`config.mk`:
```
export PLATFORM = sky130hd
export DESIGN_NAME = adc_sequencer
export DESIGN_NICKNAME = d
export VERILOG_FILES = /design/src/rtl/adc_pkg.sv /design/src/rtl/adc_avg4.sv /design/src/rtl/adc_sequencer.sv
export SDC_FILE = /design/constraint.sdc
export NUM_CORES = 1
export LEC_CHECK = 0
export ABC_CLOCK_PERIOD_IN_PS = 2650
export CORE_MARGIN = 3
export CORE_UTILIZATION = 40
export CTS_BUF_LIST = sky130_fd_sc_hd__clkbuf_4
export DETAILED_ROUTE_END_ITERATION = 10
export PLACE_DENSITY = 0.69
export SLEW_MARGIN = 20
export SYNTH_ARGS = -nofsm -noshare
export SYNTH_HDL_FRONTEND = slang
export SYNTH_SLANG_ARGS = --single-unit
```
`constraint.sdc`:
```
create_clock -name sclk -period 2.65 [get_ports sclk]
set_clock_uncertainty 0.15 [all_clocks]
set_input_delay 0.53 -clock sclk [delete_from_list [all_inputs] [get_ports sclk]]
set_output_delay 0.53 -clock sclk [all_outputs]
set_load 0.02 [all_outputs]
```
`src/rtl/adc_pkg.sv`:
```
// Shared definitions for the ADC conversion sequencer.
//   adc_state_e : sequencer FSM states
//   ADC_BITS    : converter result width
//   ARM_TIMEOUT / CONV_TIMEOUT : watchdog limits in sclk cycles
//   MIN_SAMPLE_PERIOD : smallest usable SAMPLE_PERIOD
//   next_chan() : round-robin channel pick
package adc_pkg;

  localparam int unsigned ADC_BITS          = 10;
  localparam int unsigned ARM_TIMEOUT       = 3;
  localparam int unsigned CONV_TIMEOUT      = 20;
  localparam int unsigned MIN_SAMPLE_PERIOD = 20;

  typedef enum logic [2:0] {
    StIdle    = 3'd0,
    StStart   = 3'd1,
    StArm     = 3'd2,
    StConvert = 3'd3,
    StCapture = 3'd4,
    StGap     = 3'd5
  } adc_state_e;

  // Lowest enabled channel index after 'last', wrapping around. Caller
  // guarantees mask is nonzero.
  function automatic logic next_chan(input logic last, input logic [1:0] mask);
    if (last) next_chan = mask[0] ? 1'b0 : 1'b1;
    else      next_chan = mask[1] ? 1'b1 : 1'b0;
  endfunction

endpackage

```
`src/rtl/adc_avg4.sv`:
```
// Four-entry moving average of raw ADC results for one channel.
//   clk_i, rst_i : clock, asynchronous active-high reset
//   load_i       : accept din_i this cycle
//   preload_i    : with load_i, fill the whole history with din_i
//   din_i        : raw converter result
//   avg_o        : registered (sum of last 4) >> 2
module adc_avg4
  import adc_pkg::*;
(
  input  logic                clk_i,
  input  logic                rst_i,
  input  logic                load_i,
  input  logic                preload_i,
  input  logic [ADC_BITS-1:0] din_i,
  output logic [ADC_BITS-1:0] avg_o
);

  logic [ADC_BITS-1:0] hist_q [4];
  logic [ADC_BITS-1:0] hist_d [4];
  logic [ADC_BITS+1:0] sum_q, sum_d;
  logic [ADC_BITS-1:0] avg_q, avg_d;

  always_comb begin
    for (int i = 0; i < 4; i++) hist_d[i] = hist_q[i];
    sum_d = sum_q;
    avg_d = avg_q;
    if (load_i) begin
      if (preload_i) begin
        for (int i = 0; i < 4; i++) hist_d[i] = din_i;
        sum_d = {din_i, 2'b00};
      end else begin
        hist_d[0] = din_i;
        for (int i = 1; i < 4; i++) hist_d[i] = hist_q[i-1];
        // Running sum: drop the oldest entry, add the newest.
        sum_d = sum_q - {2'b00, hist_q[3]} + {2'b00, din_i};
      end
      avg_d = sum_d[ADC_BITS+1:2];
    end
  end

  always_ff @(posedge clk_i or posedge rst_i) begin
    if (rst_i) begin
      for (int i = 0; i < 4; i++) hist_q[i] <= '0;
      sum_q <= '0;
      avg_q <= '0;
    end else begin
      for (int i = 0; i < 4; i++) hist_q[i] <= hist_d[i];
      sum_q <= sum_d;
      avg_q <= avg_d;
    end
  end

  assign avg_o = avg_q;

endmodule

```
`src/rtl/adc_sequencer.sv`:
```
// Autonomous conversion scheduler for a 2-channel 10-bit SPI ADC.
// Issues a start pulse every SAMPLE_PERIOD sclk cycles (minimum 20),
// round-robins over enabled channels, captures each result per channel and
// flags a stalled converter via a sticky watchdog fault.
// Optional build macro ADC_SEQ_AVG_EN: sample0/1 become 4-sample averages.
// Ports:
//   sclk, reset        : clock, asynchronous active-high reset
//   enable, chan_mask  : run control and per-channel enables
//   ncs, voltage       : converter chip select (low = busy) and result
//   start, channel     : one-cycle start pulse and channel select
//   sample0, sample1   : latest result per channel
//   sample_valid/_chan : update strobe and channel of that update
//   busy, fault        : not-idle flag, sticky watchdog flag
module adc_sequencer
  import adc_pkg::*;
#(
  parameter int unsigned SAMPLE_PERIOD = 32
) (
  input  logic                sclk,
  input  logic                reset,
  input  logic                enable,
  input  logic [1:0]          chan_mask,
  input  logic                ncs,
  input  logic [ADC_BITS-1:0] voltage,
  output logic                start,
  output logic                channel,
  output logic [ADC_BITS-1:0] sample0,
  output logic [ADC_BITS-1:0] sample1,
  output logic                sample_valid,
  output logic                sample_chan,
  output logic                busy,
  output logic                fault
);

  localparam int unsigned CntW = $clog2(SAMPLE_PERIOD + CONV_TIMEOUT + 8);

  adc_state_e      state_q, state_d;
  logic [CntW-1:0] period_q, period_d;
  logic [4:0]      tmo_q, tmo_d;
  logic            channel_q, channel_d;
  logic            first_q, first_d;
  logic            fault_q, fault_d;
  logic            valid_q, valid_d;
  logic            schan_q, schan_d;
  logic            capture, restart, go;

  assign go = enable && (chan_mask != 2'b00);

  always_comb begin
    state_d   = state_q;
    period_d  = (period_q == '1) ? period_q : period_q + 1'b1;
    tmo_d     = tmo_q + 1'b1;
    channel_d = channel_q;
    first_d   = first_q;
    fault_d   = fault_q;
    valid_d   = 1'b0;
    schan_d   = schan_q;
    capture   = 1'b0;
    case (state_q)
      StIdle: begin
        if (!enable) fault_d = 1'b0;
        if (go) state_d = StStart;
      end
      StStart: begin
        tmo_d   = '0;
        state_d = StArm;
      end
      StArm: begin
        if (!ncs) begin
          tmo_d   = '0;
          state_d = StConvert;
        end else if (tmo_q == 5'(ARM_TIMEOUT - 1)) begin
          fault_d = 1'b1;
          state_d = StGap;
        end
      end
      StConvert: begin
        if (ncs) begin
          // Result is registered on entry to CAPTURE so the strobe and the
          // new sample are visible together during the CAPTURE cycle.
          capture = 1'b1;
          valid_d = 1'b1;
          schan_d = channel_q;
          state_d = StCapture;
        end else if (tmo_q == 5'(CONV_TIMEOUT - 1)) begin
          fault_d = 1'b1;
          state_d = StGap;
        end
      end
      StCapture: state_d = StGap;
      StGap: begin
        if (period_q >= CntW'(SAMPLE_PERIOD - 1)) state_d = go ? StStart : StIdle;
      end
      default: state_d = StIdle;
    endcase

    // Channel only moves on entry to START; after reset channel 0 goes first.
    if (state_d == StStart && state_q != StStart) begin
      channel_d = next_chan(first_q ? 1'b1 : channel_q, chan_mask);
      first_d   = 1'b0;
      period_d  = '0;
    end
    restart = (state_q == StIdle) && (state_d == StStart);
  end

  always_ff @(posedge sclk or posedge reset) begin
    if (reset) begin
      state_q   <= StIdle;
      period_q  <= '0;
      tmo_q     <= '0;
      channel_q <= 1'b0;
      first_q   <= 1'b1;
      fault_q   <= 1'b0;
      valid_q   <= 1'b0;
      schan_q   <= 1'b0;
    end else begin
      state_q   <= state_d;
      period_q  <= period_d;
      tmo_q     <= tmo_d;
      channel_q <= channel_d;
      first_q   <= first_d;
      fault_q   <= fault_d;
      valid_q   <= valid_d;
      schan_q   <= schan_d;
    end
  end

`ifdef ADC_SEQ_AVG_EN
  // Per-channel preload flag: the first capture after reset or a restart
  // from IDLE seeds that channel's whole history.
  logic [1:0] fresh_q, fresh_d;

  always_comb begin
    fresh_d = fresh_q;
    if (restart) fresh_d = 2'b11;
    if (capture) fresh_d[channel_q] = 1'b0;
  end

  always_ff @(posedge sclk or posedge reset) begin
    if (reset) fresh_q <= 2'b11;
    else       fresh_q <= fresh_d;
  end

  adc_avg4 u_avg0 (
    .clk_i    (sclk),
    .rst_i    (reset),
    .load_i   (capture && !channel_q),
    .preload_i(fresh_q[0]),
    .din_i    (voltage),
    .avg_o    (sample0)
  );

  adc_avg4 u_avg1 (
    .clk_i    (sclk),
    .rst_i    (reset),
    .load_i   (capture && channel_q),
    .preload_i(fresh_q[1]),
    .din_i    (voltage),
    .avg_o    (sample1)
  );
`else
  logic [ADC_BITS-1:0] sample0_q, sample1_q;
  logic                unused_restart;

  assign unused_restart = restart;

  always_ff @(posedge sclk or posedge reset) begin
    if (reset) begin
      sample0_q <= '0;
      sample1_q <= '0;
    end else if (capture) begin
      if (channel_q) sample1_q <= voltage;
      else           sample0_q <= voltage;
    end
  end

  assign sample0 = sample0_q;
  assign sample1 = sample1_q;
`endif

  assign start        = (state_q == StStart);
  assign busy         = (state_q != StIdle);
  assign channel      = channel_q;
  assign fault        = fault_q;
  assign sample_valid = valid_q;
  assign sample_chan  = schan_q;

endmodule
```
# Yosys cells after proc, flatten, opt, wreduce, memory -nomap -nowiden
# Index checks and enable logic that the tools add are counted.
# op_classes
n_reduce_logical,10
bitwise,1
n_shift,0
n_eq_ne,16
n_lt_le_gt_ge,1
muxes,24
div,0
multipliers,0
add_sub_neg,2
# op_table
cell,n
3-bit 2-to-1 mux,6
3-bit case mux with 6 select lines,1
1-bit 2-to-1 mux,12
6-bit 2-to-1 mux,2
2-bit != test (second input constant),5
5-bit case mux with 2 select lines,1
6-bit by 1-bit adder with 6-bit output (second input constant),1
3-bit by 1-bit equality test with 1-bit output (second input constant),2
3-bit by 2-bit equality test with 1-bit output (second input constant),2
3-bit equality test (second input constant),2
6-bit equality test (second input constant),1
6-bit by 5-bit greater-or-equal comparator with 1-bit output (second input constant),1
2-bit AND reduction,3
6-bit AND reduction,1
3-bit nonzero test,2
5-bit by 1-bit adder with 5-bit output (second input constant),1
5-bit by 2-bit equality test with 1-bit output (second input constant),1
5-bit equality test (second input constant),1
5-bit 2-to-1 mux,1
3-bit logical NOT,1
3-bit by 1-bit != test with 1-bit output (second input constant),1
1-bit case mux with 3 select lines,1
1-bit logical AND,2
2-bit by 1-bit != test with 1-bit output (second input constant),1
other kinds (2),2
# totals
n_memories,0
input_bits,16
rom_bits,0
word_cells,64
out_inout_bits,26
latchBits,0
regBits,39
mem_bits_rw,0

# Longest topological paths before layout
# Gate-level depths: netlist (run 1).
# depth
word_depth,8
depth_mapped,6

# Least setup slack after synthesis (run 1)
# Ideal clock, no wire load.
# synth_path
path_kind,reg-to-reg
from,reg period_q[0]
to,reg channel_q (netlist: channel)
setup_time_ns,0.125
path_slack_ns,0.807
stages_incl_launch_ff,6
arrival_ns,1.568
period_less_slack_ns,1.843
required_time_ns,2.375
path_cell_list,dfrtp_1 > ha_1 > and4_4 > buf_6 > o31a_2 > mux2_4
# synth_via
elab_chain_cells,5
# synth_rtl
element,line,source
start: declaration,adc_sequencer.sv:38,"logic [CntW-1:0] period_q, period_d;"
start signal: assignment,adc_sequencer.sv:118,period_q <= period_d;
6-bit by 5-bit greater-or-equal comparator with 1-bit output,adc_sequencer.sv:92,if (period_q >= CntW'(SAMPLE_PERIOD - 1)) state_d = go ? StStart : StIdle;
3-bit 2-to-1 mux,adc_sequencer.sv:92,
3-bit case mux with 6 select lines,adc_sequencer.sv:59,case (state_q)
3-bit by 1-bit equality test with 1-bit output,-,
1-bit logical AND,adc_sequencer.sv:98,if (state_d == StStart && state_q != StStart) begin
end signal: assignment,adc_sequencer.sv:120,channel_q <= channel_d;
end: declaration,adc_sequencer.sv:40,"logic channel_q, channel_d;"
# Every way passes these cells.
# A chain may end at the register's enable or synchronous reset.

# Worst setup path after layout (run 1)
# layout_path
from,reg state_q[1]
to,out busy
# layout_via
elab_chain_cells,1
# layout_rtl
element,line,source
start: declaration,adc_sequencer.sv:37,"adc_state_e state_q, state_d;"
start signal: assignment,adc_sequencer.sv:108,state_q <= StIdle;
start signal: assignment,adc_sequencer.sv:117,state_q <= state_d;
3-bit nonzero test,adc_sequencer.sv:182,assign busy = (state_q != StIdle);
end: declaration,adc_sequencer.sv:31,"output logic busy,"
# Every way passes these cells.

==> summary.md, run 1 <==
| Metric | Value |
|---|---|
| Dpl hpwl | `2570 um` |
| Worst setup startpoint | `state_q[1]$_DFF_PP0_` |
| Fraction of layout cells with a size suffix above 1 | `20.5%` |
| Actual slew at the worst max-slew pin | `0.574 ns` |
| Int Power | `1.80 mW` |
| Crit Path Class | `reg2out` |
| Top_reg_cell synth | `dfrtp_1` |
| Nets | `213` |
| Seq pwr share | `39.2%` |
| Mux cell area share after synthesis | `15.0%` |
| Critical Path Start Type | `flip-flop` |
| Reg2reg start | `state_q[2]$_DFF_PP0_` |
| Post-CTS setup buffer count | `0` |
| CTS Buf Count | `5` |
| Non-filler cells, final | `245` |
| Synth Cell Area | `1830 um^2` |
| Fill cells | `354` |
| Hold Violations, Final | `0` |
| Die Wd | `73.6 um` |
| Net Count, Synth | `169` |
| Die area | `5410 um^2` |
| Endpoint class of the critical path | `primary output` |
| Die height | `73.6 um` |
| Worst Hold Class | `reg2reg` |
| Row count | `23` |
| CTS resizes | `0` |
| Clock period minus worst slack | `2.55 ns` |
| Status | `completed` |
| FF-to-FF End | `sample1[5]$_DFFE_PP0P_` |
| Yosys top cell area share | `52.1%` |
| Worst skew pair latency | `0.35 ns` |
| Number of global-route vias before repair | `1295` |
| Antenna Cells | `0` |
| Unique masters post-synth | `45` |
| ANT nets after route | `0` |
| Ports | `42` |
| Post-DR vias/cell | `5.38` |
| Post-Synthesis Cells | `150` |
| Post-synthesis adder-cell area fraction | `2.06%` |
| Placed insts | `237` |
| Root Buffer Master | `clkbuf_4` |
| Clk network pwr share | `13.6%` |
| Area of the multi-input gates | `790 um^2` |
| Area grow syn2layout | `28.7%` |
| Pwr/cell area | `1240 nW/um^2` |
| First-pass GRT wire length | `6280 um` |
| GRT overflow | `0` |
| CTS H-tree lvls | `2` |
| Final wirelength | `3760 um` |
| Xor/xnor share of the synthesized area | `1.92%` |
| Final instance area | `2350 um^2` |
| CTS max path bufs | `2` |
| Unrepaired setup endpoints after global routing | `no` |
| Final GP Congestion | `0.818` |
| Dpl cell area | `2270 um^2` |
| Setup_tns | `0 ns` |
| GR Util All Layers | `15.2%` |
| Required time of the critical path | `1.97 ns` |
| Post-CTS Hold Fix Bufs | `0` |
| Drt pass-1 iters | `4` |
| Leading area contributor after synthesis | `dfrtp_1` |
| Relative slew slack | `61.2%` |
| Syn. warnings | `0` |
| Final core utilization | `55.9%` |
| Clk sink count | `39` |
| R2R cell count | `5` |
| Number of port buffers | `41` |
| Sw power | `1.11 mW` |
| R2R setup slack | `0.69 ns` |
| Initial drt markers | `90` |
| Final worst-path cycle share | `96.3%` |
| Area contributors post-synth | `dfrtp_1 (52%), mux2_4 (8.2%), mux2_2 (6.8%)` |
| Avg Inst Size Synth | `12.2 um^2` |
| Avg WL per Cell | `15.3 um` |
| Sequential area share after synthesis | `53.5%` |
| Worst VDD drop | `0.000541 V` |
| Async SR Flop Fraction | `100%` |
| Number of flops mapped to enable cells by yosys | `0` |
| Largest net degree at the start of global routing | `40` |
| CP arrival | `1.87 ns` |
| Sw Ratio | `38.2%` |
| CTS tree | `done` |
| Initial antenna violation count | `0` |
| Max_cap viols | `0` |
| Final slew viol count | `0` |
| Final setup fails | `0` |
| Core area | `4200 um^2` |
| Comb pwr share | `47.2%` |
| Leak | `1.03 nW` |
| Initial core utilization | `43.4%` |
| Max Fclk | `392 MHz` |
| Crit path capture | `busy` |
| Simple-gate share of the synthesized area | `16.1%` |
| Flops & latches, synth | `39` |
| Complex-gate fraction of the synthesized area | `8.16%` |
| Worst-path clk slew | `0.12 ns` |
| Main combinational cell family by area after synthesis | `simple AND/OR/NAND/NOR gates` |
| Remaining routing DRC violations | `0` |
| Vias | `1319` |
| Crit Path Max Fanout | `14` |
| Register area | `977 um^2` |
[worst max-delay path: stages (launching register included)]
cell and delay [ns]:
dfrtp_1 0.55, or3_4 0.43, clkdlybuf4s50_1 0.54
[cells by family after synthesis]
group | after synthesis
fa+ha+maj | 3
flops | 39
simple gates | 49
xor+xnor | 4
buf+inv | 11
mux | 21
compound gates | 23
[area by class of cell]
| class | instances | share of cell area [%] |
|---|---|---|
| Multi-Input combinational cell | 100 | 33.6 |
| Clock inverter | 3 | 1.65 |
| Sequential cell | 39 | 41.6 |
| Clock buffer | 5 | 1.60 |
| Tap cell | 50 | 2.66 |
| Timing Repair Buffer | 43 | 18.1 |
| Inverter | 5 | 0.799 |
[layout by cell type, fill, tap and decap left out, types with 3 or more instances in the layout]
cell and n:
clkdlybuf4s50_1 41, mux2_4 10, ha_1 3, o22ai_1 3, clkbuf_4 5, dfrtp_1 38
nor2_1 11, nor3_1 4, a21oi_1 6, and3_1 3, inv_1 4, xor2_1 3
nand2_1 6, mux2_2 11, o21ai_0 6, nand3_1 6
[power groups by stage]
stage | clock network, mW | registers (mW) | logic (mW)
global placement | 0 | 1.13 | 1.35
finish | 0.397 | 1.14 | 1.37
CTS | 0.406 | 1.14 | 1.39
global route | 0.436 | 1.19 | 1.49
detailed placement | 0 | 1.15 | 1.38
floorplan | 0 | 1.27 | 0.701
[worst min-delay path by stage]
stage                              startpoint             endpoint  depth (start not counted)
after CTS                 first_q$_DFFE_PP1P_  first_q$_DFFE_PP1P_                          1
after floorplan            tmo_q[0]$_DFF_PP0_   tmo_q[0]$_DFF_PP0_                          1
after detailed placement  first_q$_DFFE_PP1P_  first_q$_DFFE_PP1P_                          1
after global routing      first_q$_DFFE_PP1P_  first_q$_DFFE_PP1P_                          1
final                     first_q$_DFFE_PP1P_  first_q$_DFFE_PP1P_                          1
after global placement    first_q$_DFFE_PP1P_  first_q$_DFFE_PP1P_                          1
[cell usage after synthesis, drive strengths merged (3+ instances only)]
master,n
a21oi,6
inv,5
o22ai,3
mux2,21
dfrtp,38
nand2,7
nor2,12
nor3,5
o21ai,6
nand3,7
buf,3
clkbuf,3
xor2,3
ha,3
and3,3
[stage by stage]
step	setup WS, ns	power, mW	hold WS, ns
CTS	0.0802	2.94	0.345
detailed placement	0.429	2.53	0.328
global route	0.00567	3.12	0.357
finish	0.0982	2.91	0.346
floorplan	0.807	1.97	0.305
global placement	0.449	2.48	0.324
[state kept, by name, summed over array words and instances, names as in the netlist]
register	flops
fault	1
sample_chan	1
state_q	3
tmo_q	5
period_q	6
first_q	1
sample1	10
channel	1
sample0	10
sample_valid	1
[metal layers]
metal	wire, um	vias to the layer above	part of all wire (%)	global-route usage (%)
met2	1630	50	43	22.4
met1	1790	641	47	21.0
met4	60	0	1.6	6.04
li1	-	622	-	-
met5	0	-	0	0
met3	285	6	7.6	4.24
(Power assumes the default switching activity.)
==> run 2, diff against run 1 <==
- CORE_ASPECT_RATIO: not set -> 0.9
- CORE_MARGIN: 3 -> 2
==> summary.md, run 2 (synthesis gave the netlist of run 1 again) <==
| Metric | Value |
|---|---|
| Status | `completed` |
| Worst Hold Class | `reg2reg` |
| Leak | `1.05 nW` |
| CTS H-tree lvls | `2` |
| Final GP Congestion | `0.850` |
| Max Fclk | `397 MHz` |
| GR Util All Layers | `15.1%` |
| Commonest non-fill, non-tap cell in the layout | `clkdlybuf4s50_1` |
| GRT overflow | `0` |
| Pwr/cell area | `1260 nW/um^2` |
| Final setup fails | `0` |
| Avg WL per Cell | `14.5 um` |
| First-pass GRT wire length | `5740 um` |
| Largest net degree at the start of global routing | `40` |
| Clock period minus worst slack | `2.52 ns` |
| Number of global-route vias before repair | `1220` |
| Final Total Pwr | `3.02 mW` |
| Initial core utilization | `41.2%` |
| Initial drt markers | `109` |
| Die Wd | `75.2 um` |
| Commonest cells after routing, fill and taps aside | `clkdlybuf4s50_1 (41), dfrtp_1 (38), mux2_2 (11), nor2_1 (11), mux2_4 (10)` |
| Worst VDD drop | `0.000402 V` |
| Crit Path Class | `reg2out` |
| Vias | `1304` |
| Nets | `213` |
| Hold Violations, Final | `0` |
| Actual slew at the worst max-slew pin | `0.568 ns` |
| Fill cells | `397` |
| Max_cap viols | `0` |
| Relative slew slack | `61.7%` |
| CTS resizes | `0` |
| Final worst-path cycle share | `95.0%` |
| Initial antenna violation count | `0` |
| Required time of the critical path | `1.97 ns` |
| Number of port buffers | `41` |
| CTS tree | `done` |
| Post-CTS Hold Fix Bufs | `0` |
| Row count | `23` |
| Final slew viol count | `0` |
| Crit Path Max Fanout | `12` |
| Die height | `68.1 um` |
| CTS max path bufs | `2` |
| Fraction of layout cells with a size suffix above 1 | `21.0%` |
| Antenna Cells | `0` |
| Final wirelength | `3730 um` |
| Unrepaired setup endpoints after global routing | `no` |
| Ports | `42` |
| Drt pass-1 iters | `4` |
| Die area | `5120 um^2` |
| Worst skew pair latency | `0.36 ns` |
| Worst-path clk slew | `0.13 ns` |
| CTS Buf Count | `5` |
| Critical Path Start Type | `flip-flop` |
| Clk sink count | `39` |
| Post-CTS setup buffer count | `0` |
| Endpoint class of the critical path | `primary output` |
| Final core utilization | `54.0%` |
| ANT nets after route | `0` |
| Root Buffer Master | `clkbuf_4` |
| Post-DR vias/cell | `5.07` |
| Setup_tns | `0 ns` |
| CP arrival | `1.84 ns` |
| Core area | `4430 um^2` |
| Remaining routing DRC violations | `0` |
| Dpl hpwl | `2710 um` |
| Area grow syn2layout | `31.1%` |
-- run 2: per-stage QoR --
stage | instance area, um^2 | cells | hold WS, ns | setup slack (ns)
final | 2390 | 257 | 0.341 | 0.132
after detailed placement | 2290 | 249 | 0.314 | 0.405
after CTS | 2390 | 257 | 0.345 | 0.114
after global placement | 2290 | 249 | 0.317 | 0.426
after global routing | 2390 | 257 | 0.353 | 0.0139
after floorplan | 1830 | 150 | 0.305 | 0.807
-- run 2: routing by layer --
| metal | part of all wire (%) | vias to the layer above | routed length, um | GRT usage [%] |
|---|---|---|---|---|
| li1 | - | 619 | - | - |
| met1 | 43 | 642 | 1610 | 18.9 |
| met2 | 51 | 34 | 1910 | 24.7 |
| met3 | 3.4 | 9 | 128 | 2.95 |
| met4 | 2.2 | 0 | 82 | 7.89 |
| met5 | 0 | - | 0 | 0 |
-- run 2: final cells by class --
type,count,area (um^2),area share (%)
multi-input combinational,100,790,33.0
timing repair buffer,43,425,17.8
inverter,5,18.8,0.784
clock inverter,2,60.1,2.51
sequential,39,977,40.8
tap,62,77.6,3.24
clock buffer,6,45.0,1.88
-- run 2: worst max-delay path, stage by stage, from the launching register on --
cell and delay [ns]:
dfrtp_1 0.52, or3_4 0.43, clkdlybuf4s50_1 0.54
-- run 2: path summary, 6_finish.rpt --
path	start	end	slack, ns	cells after the start
min	sample_chan$_DFFE_PP0P_	sample_chan$_DFFE_PP0P_	0.34	2
max	state_q[2]$_DFF_PP0_	busy	0.13	2
min reg2reg	sample_chan$_DFFE_PP0P_	sample_chan$_DFFE_PP0P_	0.34	2
min in group asynchronous	reset	sample0[2]$_DFFE_PP0P_	0.42	3
max reg2reg	state_q[2]$_DFF_PP0_	sample1[5]$_DFFE_PP0P_	0.72	5
max in group asynchronous	reset	first_q$_DFFE_PP1P_	1.56	3
-- run 2: where the power goes --
part           internal (mW)  total [mW]  switching (mW)
combinational          0.738        1.38           0.639
sequential             0.867        1.14           0.268
clock                  0.305       0.509           0.204
==> run 3, diff against run 2 <==
- CORE_UTILIZATION: 40 -> 30
- CTS_BUF_LIST: sky130_fd_sc_hd__clkbuf_4 -> not set
- PLACE_DENSITY: 0.69 -> 0.55
==> summary.md, run 3 (synthesis gave the netlist of run 1 again) <==
| Metric | Value |
|---|---|
| Status | `completed` |
| Leak | `1.05 nW` |
| Commonest cells after routing, fill and taps aside | `clkdlybuf4s50_1 (41), dfrtp_1 (38), mux2_2 (11), nor2_1 (11), mux2_4 (10)` |
| Pwr/cell area | `1280 nW/um^2` |
| Final setup fails | `0` |
| CTS resizes | `0` |
| Max Fclk | `405 MHz` |
| CTS Buf Count | `5` |
| Crit Path Max Fanout | `12` |
| GR Util All Layers | `11.9%` |
| Final wirelength | `3810 um` |
| CTS tree | `done` |
| Endpoint class of the critical path | `primary output` |
| Final GP Congestion | `0.824` |
| Commonest non-fill, non-tap cell in the layout | `clkdlybuf4s50_1` |
| Initial core utilization | `31.5%` |
| Row count | `26` |
| Start point of the worst hold path | `first_q$_DFFE_PP1P_` |
| Initial drt markers | `31` |
| Dpl hpwl | `2670 um` |
| Crit Path Class | `reg2out` |
| Die height | `78.0 um` |
| Unrepaired setup endpoints after global routing | `no` |
| Hold Violations, Final | `0` |
| Remaining routing DRC violations | `0` |
| Hold Path End | `first_q$_DFFE_PP1P_` |
| Hold Path Depth | `1` |
| Post-CTS Hold Fix Bufs | `0` |
| CP max stage delay | `0.55 ns` |
| Max_cap viols | `0` |
| Avg WL per Cell | `14.4 um` |
| Final worst-path cycle share | `93.2%` |
| Crit path cell chain | `or3_4 -> clkdlybuf4s50_1` |
| Number of global-route vias before repair | `1234` |
| Worst Hold Class | `reg2reg` |
| Nets | `213` |
| Final slew viol count | `0` |
| CTS max path bufs | `2` |
| Initial antenna violation count | `0` |
| Worst-path clk slew | `0.09 ns` |
| Worst skew pair latency | `0.29 ns` |
| Reg2reg start | `state_q[2]$_DFF_PP0_` |
| CTS H-tree lvls | `2` |
| Root Buffer Master | `clkbuf_8` |
| FF-to-FF End | `sample1[5]$_DFFE_PP0P_` |
| Final instance area | `2430 um^2` |
| Ports | `42` |
| Fill cells | `563` |
| Relative slew slack | `62.5%` |
| CP arrival | `1.79 ns` |
| Area grow syn2layout | `33.4%` |
| Clock period minus worst slack | `2.47 ns` |
| Required time of the critical path | `1.97 ns` |
| Number of port buffers | `41` |
| Core area | `5790 um^2` |
| ANT nets after route | `0` |
| Worst VDD drop | `0.000427 V` |
| First-pass GRT wire length | `6220 um` |
| Critical Path Start Type | `flip-flop` |
| Fraction of layout cells with a size suffix above 1 | `21.0%` |
| Antenna Cells | `0` |
| Die area | `6730 um^2` |
| Largest net degree at the start of global routing | `40` |
| Post-DR vias/cell | `4.96` |
| GRT overflow | `0` |
| Clk sink count | `39` |
| Actual slew at the worst max-slew pin | `0.556 ns` |
| Dpl cell area | `2300 um^2` |
| Post-CTS setup buffer count | `0` |
| R2R cell count | `5` |
| Slowest CP cell | `clkdlybuf4s50_1` |
| R2R setup slack | `0.67 ns` |
| Drt pass-1 iters | `4` |
| Setup_tns | `0 ns` |
| Vias | `1315` |
| Die Wd | `86.2 um` |
## run 3: changes by cell type in the layout (fill, tap and decap cells not counted), sizes merged
cell and delta:
clkbuf -1, clkinvlp +1
## run 3: worst max-delay path by stage
stage                            startpoint                 endpoint  slack (ns)  cells past startpoint
CTS                    state_q[1]$_DFF_PP0_                     busy        0.16                      2
global route           state_q[1]$_DFF_PP0_                     busy        0.10                      2
floorplan           period_q[0]$_DFFE_PP0P_      channel$_DFFE_PP0P_        0.81                      5
finish                 state_q[2]$_DFF_PP0_                     busy        0.18                      2
detailed placement                   enable  period_q[0]$_DFFE_PP0P_        0.36                      5
global placement               chan_mask[1]  period_q[1]$_DFFE_PP0P_        0.38                      6
## run 3: area by class of cell
type	count	area (um^2)	share of cell area, %
clock buffers	5	68.8	2.83
multi-input cells	100	790	32.4
flip-flops and latches	39	977	40.1
well taps	70	87.6	3.60
inverters	5	18.8	0.771
clock inverters	3	67.6	2.77
repair buffers	43	425	17.5
## run 3: routing by layer
metal  GRT usage [%]  wire length (um)  part of all wire, %  vias to the layer above
met4            4.22                58                  1.5                        0
met3            3.62               225                  5.9                       11
met2            17.1              1690                   44                       41
met1            16.8              1840                   48                      638
li1                -                 -                    -                      625
met5               0                 0                    0                        -
## run 3: critical path: cells and delay by family, from the launching register on
family                 cells  cell delay [ns]
buffers and inverters      1             0.55
flip-flops                 1             0.51
AND/OR/NAND/NOR            1             0.44
## run 3: through the flow
step	total power, mW	setup slack, ns	hold WS (ns)	std cells	utilization (%)
2_1_floorplan	1.97	0.807	0.305	150	-
3_3_place_gp	2.53	0.382	0.313	257	39.7
3_5_place_dp	2.54	0.359	0.317	257	39.7
4_1_cts	3.15	0.156	0.337	265	42.0
5_1_grt	3.31	0.101	0.355	265	42.0
6_report	3.11	0.180	0.337	265	42.0
## run 3: power breakdown
part	switching (mW)	internal [mW]	total, mW
clock	0.227	0.376	0.603
sequential	0.265	0.869	1.13
combinational	0.639	0.738	1.38
